$ cat config.mk
export PLATFORM = sky130hd
export DESIGN_NAME = ob_cntrl_mk_commit
export DESIGN_NICKNAME = d
export VERILOG_FILES = /design/src/rtl/ob_cntrl_mk_commit.sv
export SDC_FILE = /design/constraint.sdc
export NUM_CORES = 1
export LEC_CHECK = 0
export BUFFER_PORTS_ARGS = -buffer_cell sky130_fd_sc_hd__clkbuf_2
export CORE_UTILIZATION = 42
export DETAILED_ROUTE_END_ITERATION = 10
export PLACE_DENSITY = 0.69
export SLEW_MARGIN = 10
export SYNTH_ARGS = -nofsm -noshare
export SYNTH_HDL_FRONTEND = slang
export SYNTH_SLANG_ARGS = --single-unit
$ cat constraint.sdc
create_clock -name clk -period 2.1 [get_ports clk]
set_input_delay 0.42 -clock clk [delete_from_list [all_inputs] [get_ports clk]]
set_output_delay 0.42 -clock clk [all_outputs]
set_load 0.02 [all_outputs]
$ cat src/rtl/ob_cntrl_mk_commit.sv
// ob_cntrl_mk_commit: sequences one market-order match: query, capture decision, issue queue commands, emit trade.
package bcd_pkg;
  typedef logic [15:0] price_t;
endpackage

package ob_pkg;
  typedef logic [31:0] uid_t;
  typedef logic [15:0] quantity_t;
  typedef struct packed {
    logic             mk_ask_lm_bid;
    logic             lm_ask_mk_bid;
    logic             mk_ask_mk_bid;
    logic             ask_consumed;
    logic             bid_consumed;
    uid_t             ask_uid;
    uid_t             bid_uid;
    bcd_pkg::price_t  ask_price;
    quantity_t        quantity;
    quantity_t        remainder;
  } cntrl_mk_t;
endpackage

module ob_cntrl_mk_commit #(
  parameter int CNT_W = 32
) (
  input  logic                clk,
  input  logic                rst,
  input  logic                en,
  output logic                trade_qry,
  input  logic                trade_vld_r,
  input  ob_pkg::cntrl_mk_t   trade_r,
  output logic                mk_buy_pop,
  output logic                mk_sell_pop,
  output logic                lm_bid_pop,
  output logic                lm_ask_pop,
  output logic                mk_buy_upd,
  output logic                mk_sell_upd,
  output logic                lm_bid_upd,
  output logic                lm_ask_upd,
  output ob_pkg::quantity_t   upd_quantity,
  input  logic                cmd_ack,
  output logic                out_vld_r,
  input  logic                out_accept,
  output ob_pkg::uid_t        out_ask_uid_r,
  output ob_pkg::uid_t        out_bid_uid_r,
  output bcd_pkg::price_t     out_price_r,
  output ob_pkg::quantity_t   out_quantity_r,
  output logic                err_r,
  output logic                busy_r,
  output logic [CNT_W-1:0]    trade_cnt_r
);
  typedef enum logic [2:0] {IDLE, QRY, WAIT, CMD, EMIT} state_t;
  state_t            state;
  logic [3:0]        pop_r, upd_r;
  ob_pkg::uid_t      cap_ask_uid, cap_bid_uid;
  bcd_pkg::price_t   cap_price;
  ob_pkg::quantity_t cap_quantity;
  logic              bad, ask_mk, bid_lm, ask_upd, bid_upd;
  logic [3:0]        pop_n, upd_n;
  assign {mk_buy_pop, mk_sell_pop, lm_bid_pop, lm_ask_pop} = pop_r;
  assign {mk_buy_upd, mk_sell_upd, lm_bid_upd, lm_ask_upd} = upd_r;
  assign busy_r = state != IDLE;
  // Decode the live decision; only consulted in WAIT when trade_vld_r is high.
  always_comb begin
    bad     = !$onehot({trade_r.mk_ask_lm_bid, trade_r.lm_ask_mk_bid, trade_r.mk_ask_mk_bid}) ||
              (!trade_r.ask_consumed && !trade_r.bid_consumed && trade_r.remainder == '0);
    ask_mk  = trade_r.mk_ask_lm_bid | trade_r.mk_ask_mk_bid;
    bid_lm  = trade_r.mk_ask_lm_bid;
    ask_upd = !trade_r.ask_consumed;
    bid_upd = trade_r.ask_consumed & !trade_r.bid_consumed;
    pop_n   = {!bid_lm & trade_r.bid_consumed, ask_mk & trade_r.ask_consumed,
               bid_lm & trade_r.bid_consumed, !ask_mk & trade_r.ask_consumed};
    upd_n   = {!bid_lm & bid_upd, ask_mk & ask_upd, bid_lm & bid_upd, !ask_mk & ask_upd};
  end
  always_ff @(posedge clk or negedge rst) begin
    if (!rst) begin
      state          <= IDLE;
      trade_qry      <= 1'b0;
      err_r          <= 1'b0;
      pop_r          <= '0;
      upd_r          <= '0;
      upd_quantity   <= '0;
      out_vld_r      <= 1'b0;
      out_ask_uid_r  <= '0;
      out_bid_uid_r  <= '0;
      out_price_r    <= '0;
      out_quantity_r <= '0;
      trade_cnt_r    <= '0;
      cap_ask_uid    <= '0;
      cap_bid_uid    <= '0;
      cap_price      <= '0;
      cap_quantity   <= '0;
    end else begin
      trade_qry <= 1'b0;
      err_r     <= 1'b0;
      case (state)
        IDLE: if (en) begin
          state     <= QRY;
          trade_qry <= 1'b1;
        end
        QRY: state <= WAIT;
        WAIT: if (!trade_vld_r) begin
          state <= IDLE;
        end else begin
          cap_ask_uid  <= trade_r.ask_uid;
          cap_bid_uid  <= trade_r.bid_uid;
          cap_price    <= trade_r.ask_price;
          cap_quantity <= trade_r.quantity;
          state        <= bad ? IDLE : CMD;
          err_r        <= bad;
          pop_r        <= bad ? '0 : pop_n;
          upd_r        <= bad ? '0 : upd_n;
          upd_quantity <= bad ? '0 : trade_r.remainder;
        end
        CMD: if (cmd_ack) begin
          state          <= EMIT;
          pop_r          <= '0;
          upd_r          <= '0;
          upd_quantity   <= '0;
          out_vld_r      <= 1'b1;
          out_ask_uid_r  <= cap_ask_uid;
          out_bid_uid_r  <= cap_bid_uid;
          out_price_r    <= cap_price;
          out_quantity_r <= cap_quantity;
        end
        EMIT: if (out_accept) begin
          state       <= IDLE;
          out_vld_r   <= 1'b0;
          trade_cnt_r <= trade_cnt_r + CNT_W'(1);
        end
        default: state <= IDLE;
      endcase
    end
  end
endmodule

=== Word-level counts from Yosys, hierarchy flattened ===
Index checks and enable logic that the tools add are counted.

* Word-level logic and storage cells: 81
* Input bits: 123
* Output and inout bits: 156
* Flip-flop bits (word level): 254

* Equality and inequality tests: 9
* Bitwise operators: 10
* Multiplexer cells: 24
* Add/subtract/negate cells: 3
* Reduce and logical (&&, ||, !) cells: 19

{| class="wikitable"
|+ Operators by type and width
! operator !! number
|-
| 16-bit 2-to-1 mux || 3
|-
| 32-bit by 1-bit adder with 32-bit output, second input constant || 1
|-
| 16-bit case mux with 2 select lines || 1
|-
| 4-bit 2-to-1 mux || 5
|-
| 16-bit zero test || 1
|-
| 4-bit case mux with 2 select lines || 2
|-
| 3-bit case mux with 5 select lines || 1
|-
| 1-bit AND || 9
|-
| 3-bit 2-to-1 mux || 3
|-
| 3-bit AND reduction || 3
|-
| 2-bit inequality test, second input constant || 4
|-
| 3-bit by 2-bit == test with 1-bit output, second input constant || 2
|-
| 1-bit 2-to-1 mux || 6
|-
| 2-bit AND reduction || 3
|-
| 1-bit zero test || 5
|-
| 2-bit 2-to-1 mux || 2
|-
| 2-bit nonzero test || 2
|-
| 3-bit by 1-bit == test with 1-bit output, second input constant || 1
|-
| 3-bit == test, second input constant || 1
|-
| 3-bit zero test || 1
|-
| 3-bit nonzero test || 1
|-
| 1-bit by 1-bit adder with 2-bit output || 1
|-
| 2-bit by 1-bit adder with 2-bit output || 1
|-
| 2-bit by 1-bit == test with 1-bit output, second input constant || 1
|-
| 4 further kinds || 5
|}

=== Depth between registers and ports, before layout ===
* Depth after elaboration: 8
* Mapped depth: 7
* Mapped depth without buffers: 6

=== Worst setup path before layout ===
OpenSTA, ideal clock, no wires.

* Path type: input-to-reg
* From: input trade_r[114] (netlist name)
* To: register upd_quantity[0]
* Cell stages on the path: 6
* Setup slack: 210 ps
* Setup time: 66 ps
* Arrival time: 1824 ps
* Buffers on the path: 1
* Cells stage by stage: inv_1 > fa_1 > nor2b_1 > o211a_1 > buf_2 > a22o_1

* Cells in the longest elaborated chain, start to end: 8

{| class="wikitable"
|+ RTL lines
! item !! line !! RTL
|-
| from (decl) || 31 || <nowiki>input ob_pkg::cntrl_mk_t trade_r,</nowiki>
|-
| 1-bit by 1-bit adder with 2-bit output (implied by the code) || 65 || <nowiki>bad = !$onehot({trade_r.mk_ask_lm_bid, trade_r.lm_ask_mk_bid, trade_r.mk_ask_mk_bid}) ||</nowiki>
|-
| 2-bit by 1-bit adder with 2-bit output (implied by the code) || 65 ||
|-
| 2-bit by 1-bit == test with 1-bit output || 65 ||
|-
| 1-bit zero test || 65 ||
|-
| 1-bit logical OR || 65 ||
|-
| 16-bit 2-to-1 mux || 113 || <nowiki>upd_quantity <= bad ? '0 : trade_r.remainder;</nowiki>
|-
| 16-bit 2-to-1 mux || 102 || <nowiki>WAIT: if (!trade_vld_r) begin</nowiki>
|-
| 16-bit case mux with 2 select lines || 96 || <nowiki>case (state)</nowiki>
|-
| to (signal assigned) || 113 ||
|-
| to (decl) || 40 || <nowiki>output ob_pkg::quantity_t upd_quantity,</nowiki>
|}

No other way between the ends. The select of a mux whose other input is x is not followed.
A chain may end at the register's enable or synchronous reset.

=== Worst setup path after layout ===
* From: register state[2]
* To: output busy_r

* Cells in the longest elaborated chain, start to end: 1

{| class="wikitable"
|+ RTL lines
! item !! line !! RTL
|-
| from (decl) || 53 || <nowiki>state_t state;</nowiki>
|-
| from (signal assigned) || 109 || <nowiki>state <= bad ? IDLE : CMD;</nowiki>
|-
| 3-bit nonzero test || 62 || <nowiki>assign busy_r = state != IDLE;</nowiki>
|-
| to (decl) || 49 || <nowiki>output logic busy_r,</nowiki>
|}

No other way between the ends.

==> impl_metrics.tcl <==
set metrics [dict create \
    drt_first_pass_iters 4 \
    yosys.area.top_type "dfrtp_1" \
    synthFlopType "dfrtp_1" \
    io_pins 279 \
    drtIter0Drc 298 \
    rsz0062_at_grt "false" \
    post-route-period-util 0.936 \
    yosys_warnings 0 \
    status "complete, no violations" \
    fin_nets 1059 \
    grt_overflow 0 \
    synthTopCellsByArea "dfrtp_1 65%, mux2_2 18%, mux2_1 4.0%" \
    finClkSkew_ns 0.0120 \
    track_usage 0.175 \
    max_stage_delay_ns 0.45 \
    grt_pass1_wl_um 33600 \
    cpLargestDelayFamily "flip-flops" \
    clock_sinks 254 \
    routed_wl_um 20800 \
    critPathArrivalTime_ns 1.55 \
    gp_congestion 0.797 \
    ys_seq_elements 254 \
    grt_pass1_vias 6466 \
    clockBufferDepth 3 \
    setup_viol 0 \
    crit_buf_inv 1 \
    crit_path_max_fanout 8 \
    clk_pin_slew_worst_paths_ns 0.06 \
    clockRootBuffer "clkbuf_16" \
    fin_crit_ns 1.97 \
    cp_cell_sequence "or3_1 -> clkbuf_2" \
    via_count 6281 \
    syn_to_final_growth_pct 27.8 \
    endpoint_kind "primary output" \
    async_flop_share 1.00 \
    htree_levels 1 \
    n_antenna_cell 0 \
    drc 0 \
    worstSetupPathType "register to primary output" \
    routedWlPerCell_um 16.4 \
    worstMarginPinSlew_ns 0.451 \
    numCtsBuffers 26 \
    cts_resized 0 \
    synth_edf_count 0 \
    crit_slowest_cell "dfrtp_1" \
    synthesis.area_um2 9830 \
    antenna_found_initial 0 \
    synth_fp_nets 768 \
    power.density_nw_per_um2 1460 \
    synth.top_cell.area_share 0.647 \
    rows 55 \
    clkLatencyLatePin_ns 0.53 \
    synth.distinct_cells 40 \
    synth-seq-area-share 0.647 \
    min_path_type "input port to register" \
    ir_drop_mv 0.953 \
    relSlewSlack 0.700 \
    fmax_mhz 509 \
    synth_common_cells "254 x dfrtp_1, 158 x mux2_2, 35 x mux2_1" \
    portBuffers 278 \
    cp.required_ns 1.68 \
    core_area_um2 22800 \
    synth_most_common_cell "dfrtp_1" \
    p_leak_nw 6.25 \
    final_hold_viol_count 0 \
    die_area_um2 24000 \
    maxCapViolations 0 \
    fin_util 0.552 \
    die_w_um 155 \
    start_util 0.431 \
    vias_per_cell 4.97 \
    syn_area_per_cell_um2 15.3 \
    final_max_slew_viol_count 0 \
    dp_hpwl_um 14500 \
    cts_tree "done" \
    tns_ns 0 \
    ant_nets 0 \
    worstSetupStartpointType "register" \
    syn_inst 642 \
    drive_gt1_frac 0.525 \
    grt_max_degree 68 \
    die_y_um 155 \
]
stage by stage:
step	hold slack [ns]	total power [W]	cells	setup WS (ns)	instance area [um^2]
final	0.100	0.0184	1265	0.134	12600
after global routing	0.0822	0.0194	1265	0.0617	12600
after CTS	0.0752	0.0186	1265	0.108	12600
after detailed placement	0.344	0.0139	1217	0.107	11700
after global placement	0.343	0.0136	1217	0.123	11700
after floorplan	0.124	0.0117	642	0.210	9830
worst reg2reg max path, cell delays in order, from the launching register on:
cell and delay [ns]:
dfrtp_1 0.45, and4bb_4 0.41, buf_12 0.23, o211a_1 0.50, a22o_1 0.22
area by class of cell:
| cell class | count | area, um^2 |
|---|---|---|
| clock buffer | 39 | 791 |
| clock inverter | 8 | 90.1 |
| fill | 1930 | 10200 |
| inverter | 6 | 22.5 |
| multi-input combinational | 350 | 3280 |
| sequential | 254 | 6360 |
| tap | 313 | 392 |
| timing repair buffer | 295 | 1630 |
power breakdown:
group,internal (W),switching (W)
sequential,0.00697,0.00105
clock,0.00283,0.00185
combinational,0.00262,0.00303
total,0.0124,0.00593
placed cells by master (no fill, tap or decap), drive strengths merged, types with 2 or more instances in the layout:
master | Yosys | routed
nand4 | 17 | 17
nand3b | 2 | 2
xnor2 | 29 | 29
nand3 | 14 | 14
mux2 | 193 | 193
ha | 2 | 2
xor2 | 2 | 2
and3 | 8 | 8
o21ai | 7 | 7
buf | 32 | 17
nor2b | 2 | 2
o31ai | 2 | 2
a22o | 17 | 17
inv | 6 | 6
bufinv | 0 | 2
nand4b | 3 | 3
dfrtp | 254 | 254
nor2 | 9 | 9
clkbuf | 0 | 316
and4 | 3 | 3
nand2 | 20 | 20
clkinv | 0 | 6
a21oi | 2 | 2
nor4 | 5 | 5
and2 | 2 | 2
registers in the layout, indices dropped and copies added, names as in the netlist:
signal,flops
out_bid_uid_r,32
upd_r,4
cap_bid_uid,32
out_quantity_r,16
trade_cnt_r,32
cap_quantity,16
cap_price,16
out_price_r,16
upd_quantity,16
trade_qry,1
cap_ask_uid,32
out_ask_uid_r,32
err_r,1
state,3
pop_r,4
out_vld_r,1
logic make-up after synthesis:
kind of cell    synth area share
flops                      0.647
mux                        0.221
simple gates              0.0541
buf+inv                   0.0200
compound gates            0.0257
xor+xnor                  0.0276
fa+ha+maj                0.00458
metal layers:
layer / routed length, um / vias to the layer above / global-route usage
li1: - / 2872 / -
met5: 0 / - / 0
met3: 1800 / 38 / 0.0577
met1: 8660 / 3156 / 0.226
met2: 9760 / 215 / 0.280
met4: 551 / 0 / 0.0509
final timing paths:
kind / startpoint / endpoint / slack (ns) / cells past startpoint
max: state[2]$_DFFE_PN0P_ / busy_r / 0.13 / 2
min: out_accept / state[2]$_DFFE_PN0P_ / 0.10 / 2
max reg2reg: state[0]$_DFFE_PN0P_ / upd_quantity[14]$_DFFE_PN0P_ / 0.23 / 4
min reg2reg: upd_r[2]$_DFFE_PN0P_ / upd_r[2]$_DFFE_PN0P_ / 0.48 / 2
max in group asynchronous: rst / trade_cnt_r[19]$_DFFE_PN0P_ / 1.05 / 3
min in group asynchronous: rst / out_ask_uid_r[17]$_DFFE_PN0P_ / 0.39 / 2
repair_timing:
action                                 4_1_cts  5_1_grt
endpoints found under the hold margin       38        0
setup buffers                                0        0
hold buffers                                 1        0
Note: power is estimated with default switching activity, not from simulation.
